===== src/rtl/sad_disparity_search.sv =====
`default_nettype none
//============================================================================
// Module   : sad_disparity_search
// Brief    : Streams WIN window rows per candidate disparity, accumulates a
//            WIN x WIN sum of absolute differences per candidate and reports
//            the lowest-SAD disparity (plus tie flag) on a valid/ready port.
// Revision : 1.0 - initial release
//============================================================================
module sad_disparity_search #(
    parameter int WIN       = 15,
    parameter int DATA_SIZE = 8,
    parameter int MAX_DISP  = 64,
    localparam int ROW_W    = $clog2(WIN * ((1 << DATA_SIZE) - 1) + 1),
    localparam int SAD_SIZE = $clog2(WIN * WIN * ((1 << DATA_SIZE) - 1) + 1),
    localparam int DISP_W   = ($clog2(MAX_DISP) > 1) ? $clog2(MAX_DISP) : 1
) (
    input  logic                      clk,
    input  logic                      rst,
    input  logic                      in_valid,
    output logic                      in_ready,
    input  logic [WIN*DATA_SIZE-1:0]  in_a,
    input  logic [WIN*DATA_SIZE-1:0]  in_b,
    output logic                      out_valid,
    input  logic                      out_ready,
    output logic [DISP_W-1:0]         out_disp,
    output logic [SAD_SIZE-1:0]       out_sad,
    output logic                      out_tie
);

    localparam int c_ROW_CW = ($clog2(WIN) > 1) ? $clog2(WIN) : 1;

    localparam logic [c_ROW_CW-1:0] c_ROW_LAST  = c_ROW_CW'(WIN - 1);
    localparam logic [DISP_W-1:0]   c_DISP_LAST = DISP_W'(MAX_DISP - 1);

    localparam logic [1:0] c_IDLE  = 2'd0;
    localparam logic [1:0] c_ACCUM = 2'd1;
    localparam logic [1:0] c_HOLD  = 2'd2;

    logic [1:0]          r_state;
    logic [1:0]          w_state_nxt;

    logic [c_ROW_CW-1:0] r_row_cnt;
    logic [DISP_W-1:0]   r_disp_cnt;
    logic [SAD_SIZE-1:0] r_acc;

    logic [SAD_SIZE-1:0] r_best_sad;
    logic [DISP_W-1:0]   r_best_disp;
    logic                r_best_tie;

    logic [SAD_SIZE-1:0] r_out_sad;
    logic [DISP_W-1:0]   r_out_disp;
    logic                r_out_tie;

    logic [DATA_SIZE-1:0] w_diff [WIN];
    logic [ROW_W-1:0]     w_row_sad;
    logic [SAD_SIZE-1:0]  w_cand;
    logic                 w_accept;
    logic                 w_last_row;
    logic                 w_last_disp;
    logic                 w_final_beat;

    logic [SAD_SIZE-1:0]  w_best_sad_nxt;
    logic [DISP_W-1:0]    w_best_disp_nxt;
    logic                 w_best_tie_nxt;

    // Per-pixel absolute difference; the larger operand is always the minuend
    generate
        for (genvar i = 0; i < WIN; i++) begin : g_abs
            logic [DATA_SIZE-1:0] w_pa;
            logic [DATA_SIZE-1:0] w_pb;
            assign w_pa      = in_a[DATA_SIZE*i +: DATA_SIZE];
            assign w_pb      = in_b[DATA_SIZE*i +: DATA_SIZE];
            assign w_diff[i] = (w_pa > w_pb) ? (w_pa - w_pb) : (w_pb - w_pa);
        end
    endgenerate

    // Row SAD: ROW_W is sized so this sum can never overflow
    always_comb begin
        w_row_sad = '0;
        for (int i = 0; i < WIN; i++) begin
            w_row_sad = w_row_sad + ROW_W'(w_diff[i]);
        end
    end

    assign w_accept     = in_valid && in_ready;
    assign w_last_row   = (r_row_cnt == c_ROW_LAST);
    assign w_last_disp  = (r_disp_cnt == c_DISP_LAST);
    assign w_final_beat = w_accept && w_last_row && w_last_disp;
    assign w_cand       = r_acc + SAD_SIZE'(w_row_sad);

    // Best-candidate update; on equality the earlier (lower) disparity is kept
    always_comb begin
        w_best_sad_nxt  = r_best_sad;
        w_best_disp_nxt = r_best_disp;
        w_best_tie_nxt  = r_best_tie;
        if (r_disp_cnt == '0) begin
            w_best_sad_nxt  = w_cand;
            w_best_disp_nxt = '0;
            w_best_tie_nxt  = 1'b0;
        end else if (w_cand < r_best_sad) begin
            w_best_sad_nxt  = w_cand;
            w_best_disp_nxt = r_disp_cnt;
            w_best_tie_nxt  = 1'b0;
        end else if (w_cand == r_best_sad) begin
            w_best_tie_nxt  = 1'b1;
        end
    end

    // State register
    always_ff @(posedge clk) begin
        if (rst) begin
            r_state <= c_IDLE;
        end else begin
            r_state <= w_state_nxt;
        end
    end

    // Next-state logic; a 1x1 search can jump from IDLE straight to HOLD
    always_comb begin
        w_state_nxt = r_state;
        case (r_state)
            c_IDLE: begin
                if (w_final_beat) begin
                    w_state_nxt = c_HOLD;
                end else if (w_accept) begin
                    w_state_nxt = c_ACCUM;
                end
            end
            c_ACCUM: begin
                if (w_final_beat) begin
                    w_state_nxt = c_HOLD;
                end
            end
            c_HOLD: begin
                if (out_ready) begin
                    w_state_nxt = c_IDLE;
                end
            end
            default: w_state_nxt = c_IDLE;
        endcase
    end

    // Handshake outputs; in_ready is forced low while reset is asserted
    always_comb begin
        in_ready  = !rst && (r_state != c_HOLD);
        out_valid = (r_state == c_HOLD);
    end

    // Counters, accumulator, running best and result registers
    always_ff @(posedge clk) begin
        if (rst) begin
            r_row_cnt   <= '0;
            r_disp_cnt  <= '0;
            r_acc       <= '0;
            r_best_sad  <= '0;
            r_best_disp <= '0;
            r_best_tie  <= 1'b0;
            r_out_sad   <= '0;
            r_out_disp  <= '0;
            r_out_tie   <= 1'b0;
        end else if (w_accept) begin
            if (w_last_row) begin
                r_acc       <= '0;
                r_row_cnt   <= '0;
                r_best_sad  <= w_best_sad_nxt;
                r_best_disp <= w_best_disp_nxt;
                r_best_tie  <= w_best_tie_nxt;
                if (w_last_disp) begin
                    r_disp_cnt <= '0;
                    r_out_sad  <= w_best_sad_nxt;
                    r_out_disp <= w_best_disp_nxt;
                    r_out_tie  <= w_best_tie_nxt;
                end else begin
                    r_disp_cnt <= r_disp_cnt + DISP_W'(1);
                end
            end else begin
                r_acc     <= w_cand;
                r_row_cnt <= r_row_cnt + c_ROW_CW'(1);
            end
        end
    end

    assign out_sad  = r_out_sad;
    assign out_disp = r_out_disp;
    assign out_tie  = r_out_tie;

endmodule
`default_nettype wire


===== config.mk =====
export PLATFORM = sky130hd
export DESIGN_NAME = sad_disparity_search
export DESIGN_NICKNAME = d
export VERILOG_FILES = /design/src/rtl/sad_disparity_search.sv
export SDC_FILE = /design/constraint.sdc
export NUM_CORES = 1
export LEC_CHECK = 0
export BUFFER_PORTS_ARGS = -buffer_cell sky130_fd_sc_hd__buf_2
export CELL_PAD_IN_SITES_DETAIL_PLACEMENT = 1
export CELL_PAD_IN_SITES_GLOBAL_PLACEMENT = 1
export CORE_ASPECT_RATIO = 1.1
export CORE_MARGIN = 2
export CORE_UTILIZATION = 45
export CTS_CLUSTER_SIZE = 28
export DETAILED_ROUTE_END_ITERATION = 7
export PLACE_DENSITY_LB_ADDON = 0.1
export SYNTH_ARGS = -nofsm -noshare
export SYNTH_HDL_FRONTEND = slang
export SYNTH_SLANG_ARGS = --single-unit

===== constraint.sdc =====
create_clock -name clk -period 10.3 [get_ports clk]
set_input_delay 0.515 -clock clk [delete_from_list [all_inputs] [get_ports clk]]
set_output_delay 0.515 -clock clk [all_outputs]
set_load 0.01 [all_outputs]

# Word-level counts from Yosys, hierarchy flattened
# Index checks and enable logic that the tools add are counted.
# op_classes
add_sub_neg	47
magnitude_cmp	16
n_reduce_logical	10
eq_ne	9
mux	30
# op_table
cell	count
8-bit subtractor	30
12-bit by 8-bit adder with 12-bit output	10
8-bit greater-than comparator	15
8-bit 2-to-1 mux	15
16-bit 2-to-1 mux	3
6-bit 2-to-1 mux	3
16-bit by 12-bit adder with 16-bit output	1
16-bit equality test	1
16-bit less-than comparator	1
11-bit by 8-bit adder with 12-bit output	1
10-bit by 8-bit adder with 11-bit output	1
9-bit by 8-bit adder with 10-bit output	1
8-bit by 8-bit adder with 9-bit output	1
2-bit 2-to-1 mux	4
6-bit by 1-bit adder with 6-bit output, second input constant	1
6-bit equality test, second input constant	1
6-bit logical NOT	1
2-bit case mux with 3 select lines	1
3-bit AND reduction	2
4-bit by 1-bit adder with 4-bit output, second input constant	1
4-bit equality test, second input constant	1
1-bit logical AND	4
4-bit 2-to-1 mux	1
2-bit inequality test, second input constant	2
other kinds (8)	10
# totals
ff_bits	74
out_inout_bits	25
input_bits	244
elab_cells	122

# Longest topological paths before layout
# depth
depth_word	21
mapped_depth	38
depth_no_buf	35

# Least setup slack after synthesis
# OpenSTA, ideal clock, no wires.
# synth_path
path_type	input-to-reg
start	input in_a[24]
end	register r_best_disp[2]
setup_ps	126
path_slack_ps	1225
required_ps	10174
n_path_buf	3
stages	37
t_arrival_ps	8949
cell_sequence	inv_1 -> ha_1 -> inv_1 -> fa_1 -> nand3_1 -> a21oi_1 -> o32ai_2 -> buf_6 -> mux2_1 -> a211oi_1 -> xnor2_1 -> fa_1 -> inv_1 -> fa_1 -> fa_1 -> inv_1 -> fa_1 -> fa_1 -> inv_1 -> fa_1 -> inv_1 -> ha_1 -> a2111oi_2 -> o21ai_1 -> and3b_1 -> o221a_2 -> xnor2_1 -> inv_1 -> ha_1 -> and3_1 -> nand4_1 -> a21oi_1 -> or3_1 -> buf_2 -> a21oi_4 -> buf_4 -> o21ai_0
# synth_between
elab_chain_len	18
elab_cells_between_ends	20
classes_between	add/sub: 15; order compare: 2; mux: 3
# synth_lines
element	line	rtl
from (decl)	21	input logic [WIN*DATA_SIZE-1:0] in_a,
8-bit subtractor or 8-bit greater-than comparator (tied branches)	73	assign w_diff[i] = (w_pa > w_pb) ? (w_pa - w_pb) : (w_pb - w_pa);
8-bit 2-to-1 mux *	73	
10-bit by 8-bit adder with 11-bit output *	81	w_row_sad = w_row_sad + ROW_W'(w_diff[i]);
11-bit by 8-bit adder with 12-bit output *	81	
12-bit by 8-bit adder with 12-bit output * (10 in series)	81	
16-bit by 12-bit adder with 16-bit output *	89	assign w_cand = r_acc + SAD_SIZE'(w_row_sad);
16-bit less-than comparator *	100	end else if (w_cand < r_best_sad) begin
6-bit 2-to-1 mux *	100	
6-bit 2-to-1 mux *	96	if (r_disp_cnt == '0) begin
to (signal assigned)	166	r_best_disp <= w_best_disp_nxt;
to (decl)	47	logic [DISP_W-1:0] r_best_disp;
# Mark *: on every way between the ends. The rest lies on a longest branch, timed or not.
# A chain may end at the register's enable or synchronous reset.

# Worst setup path after layout
# layout_path
start	input in_a[24]
end	register r_best_disp[0]
# Same word-level chain as after synthesis.

==> reports/results.env <==
WORST-R2R-CELL-COUNT=22
WORST-SLEW-PIN-TRANSITION_NS=1.09
PRE_ANTENNA_DRT_ITERS=5
STARTING_DENSITY_OF_THE_CORE_PCT=45.7
NETS=2842
HOLD_VIOL=0
CTS_HOLD_REPAIR.BUFFERS=0
SYNTH_ENABLE_FLOP_CELLS=0
DIE-WIDTH_UM=186
CORE_REGION_AREA_SQ_UM=36100
CRITICALPATHCATEGORY='primary input to register'
NUMPORTBUFFERS=268
WIRE_PER_INST_UM=17.6
POSTCTSSETUPREPAIRBUFS=0
PATH_MAX_FANOUT=18
YOSYS.AREA_SHARE.ADDER_PCT=37.6
USE_MET1_PCT=29.1
ROUTE.DETAILED.DRC=0
GP_CONGESTION=0.899
CLK_ROOT_BUFFER_CELL='sky130_fd_sc_hd__clkbuf_16'
MET2_GRT_UTIL_PCT=49.1
HOLD_DEPTH=1
GRT_OVERFLOW=0
SYNTHMUXAREASHARE_PCT=8.33
GRT_PASS1_WL_UM=78100
RUN_STATUS='completed'
GRT_SETUP_UNREPAIRED='no'
DIE_HEIGHT_UM=205
VIAS=14242
GRT.MET3_USAGE_PCT=2.54
SYNTH_SEQ_AREA_SHARE_PCT=8.99
SYNTH.CELL_AREA_SQ_UM=16500
SYNTH_COMPOUND_GATE_AREA_SHARE_PCT=16.5
BUSIEST_LAYER='met2'
ROWS=73
MAX_STAGE_DELAY_NS=0.56
NUMCTSBUFFERS=9
MAPPEDNETLISTNETS=2594
DRIVE_ABOVE_1_SHARE_PCT=18.8
R2R_SETUP_SLACK_NS=2.75
GRT_ANTENNA_BEFORE_REPAIR=7
DP_HPWL_UM=42100
NUMCLOCKSINKS=74
CTS_TREE='yes'
ANTENNA_LEFT=0
MOST-COMMON-LAYOUT-CELLS='sky130_fd_sc_hd__inv_1 (414), sky130_fd_sc_hd__ha_1 (273), sky130_fd_sc_hd__buf_2 (268), sky130_fd_sc_hd__fa_1 (139), sky130_fd_sc_hd__a21oi_1 (129)'
RELSLEWSLACK_PCT=27.2
TIMING.CRITICAL_PATH.REQUIRED_NS=10.51
WORST_HOLD_SLACK_NS=0.457
SETUP_VIOLS_FINAL=0
NUMBER_OF_LEVELS_THE_H_TREE_WAS_SPLIT_INTO=3
SYNTH-ASYNC-RESET-RATIO_PCT=0
FINALWORSTPATHREQUIREDPERIOD_NS=9.62
CP.ARRIVAL_NS=9.82
SYNTHTOLAYOUTAREAGROWTH_PCT=12.8
NUMBER_OF_GLOBAL_ROUTE_VIAS_BEFORE_REPAIR=15518
FINAL_MAX_SLEW_VIOL_COUNT=0
CAP_VIOLATIONS=0
MAX_CLOCK_FREQ_GHz=0.104
SYNTH_XOR_XNOR_AREA_SHARE_PCT=5.53
POST-ROUTE-PERIOD-UTIL_PCT=93.4
SYNTH_AREA_PER_CELL_SQ_UM=8.50
SETUP_TNS_NS=0
SYNTH.YOSYS.WARNINGS=0
DIE-AREA_SQ_UM=38200
TIMING.CLOCK.SKEW_NS=0.0105
WORST_PATH_MAX_DELAY_CELL='sky130_fd_sc_hd__o32ai_2'
SIMPLE_LOGIC_CELL_FRACTION_OF_THE_SYNTHESIZED_AREA_PCT=12.1
YOSYS_CELL_TYPES=75
YS_SEQ_ELEMENTS=74
SYNTHCELLS=1938
ROUTE.FINAL.WIRE_LENGTH_UM=47200
CTSRESIZECOUNT=0
CRITPATHCAPTURETYPE='register'
GRT_UTIL_ALL_LAYERS_PCT=25.0
CLKLATENCYLATEPIN_NS=0.34
CLOCK_PATH_BUFFERS=2
TOTAL_I_O_PIN_COUNT=269
GRT_MAX_DEGREE=44
WORSTHOLDPATHTYPE='register to register'
VIA_PER_INST=5.31
DRT_ITER0_DRC=389
SYNTH-MAIN-FF-CELL='sky130_fd_sc_hd__dfxtp_1'
SYNTH_TOP_FAMILY_BY_AREA='adder cells'
CLK_TRANSITION_REPORTED_PATHS_NS=0.06
LAYOUT.CELLS.MOST_COMMON='sky130_fd_sc_hd__inv_1'
TIMING.CRITICAL_PATH.FROM_TYPE='primary input'
==> per-stage QoR <==
step | cell area (sq um) | instances | utilization [%] | worst slack, ns
floorplan | 16500 | 1938 | - | 1.23
global placement | 18300 | 2662 | 50.7 | 0.573
detailed placement | 18300 | 2662 | 50.7 | 0.317
CTS | 18600 | 2678 | 51.5 | 0.649
global route | 18600 | 2680 | 51.5 | 0.0531
finish | 18600 | 2681 | 51.5 | 0.682
==> path summary, 6_finish.rpt <==
path | startpoint | to
max | in_a[24] | r_best_disp[0]
min | r_state[1] | r_state[0]
max reg2reg | r_acc[2] | r_best_disp[0]
min reg2reg | r_state[1] | r_state[0]
==> logic make-up (layout without fill, tap and decap cells) <==
family	Yosys count	after routing
and+or+nand+nor	380	380
xor gates and xnor gates	104	104
other	0	3
adders and majority gates	412	412
buffers and inverters	461	714
AOI/OAI and AO/OA	378	378
DFF	74	74
muxes	129	129
==> final cells by class <==
class / instances / area, sq um
fill: 4461 / 17500
clock inverter: 6 / 42.5
multi-input combinational: 1403 / 13200
tap: 487 / 609
sequential: 74 / 1480
antenna: 3 / 7.51
clock buffer: 10 / 229
timing repair buffer: 284 / 1460
inverter: 414 / 1550
==> critical path, delay by kind of cell <==
kind	cells	cell delay [ns]
buf+inv	8	0.49
fa+ha+maj	10	4.30
mux	1	0.41
compound gates	9	2.51
xor+xnor	2	0.33
simple gates	5	1.27
==> Yosys cell counts, drive strengths merged (2+ instances only) <==
cell type,instances,area (sq um)
o211a,2,20.0
a22oi,8,60.1
a21oi,140,749
xor2,38,333
nand3,64,320
and3b,3,26.3
and2,31,198
inv,414,1550
a21o,25,188
o21a,2,15.0
nand2,87,329
nor4,4,37.5
and3,10,62.6
xnor2,66,578
nor2b,18,113
a31oi,8,50.1
o32ai,13,268
or2,4,25.0
or4,3,22.5
buf,27,164
clkbuf,20,75.1
nor3,10,50.1
nand4b,2,32.5
o221ai,3,26.3
mux2i,67,671
nand3b,23,173
o311ai,12,105
nor2,71,267
o31ai,16,139
a311o,2,20.0
a211oi,48,385
fa,139,2780
mux2,62,702
o21ai,62,310
nand2b,4,25.0
a31o,3,26.3
nand4,38,238
o211ai,13,97.6
ha,273,3420
dfxtp,74,1480
or3,5,31.3
a221oi,11,165
==> flip-flops by register name, indices dropped and copies added, names as in the netlist <==
name         cells
out_sad         16
r_acc           16
r_best_sad      16
out_disp         6
r_best_disp      6
r_disp_cnt       6
r_row_cnt        4
r_state          2
out_tie          1
r_best_tie       1
==> layer usage <==
metal	routed length [um]	part of all wire, %
met1	19600	42
met2	25400	54
met3	1390	2.9
met4	733	1.6
met5	62	0.13
Power is not shown: default switching activity piles up to over one toggle a cycle in this logic, so the estimate is an artifact.
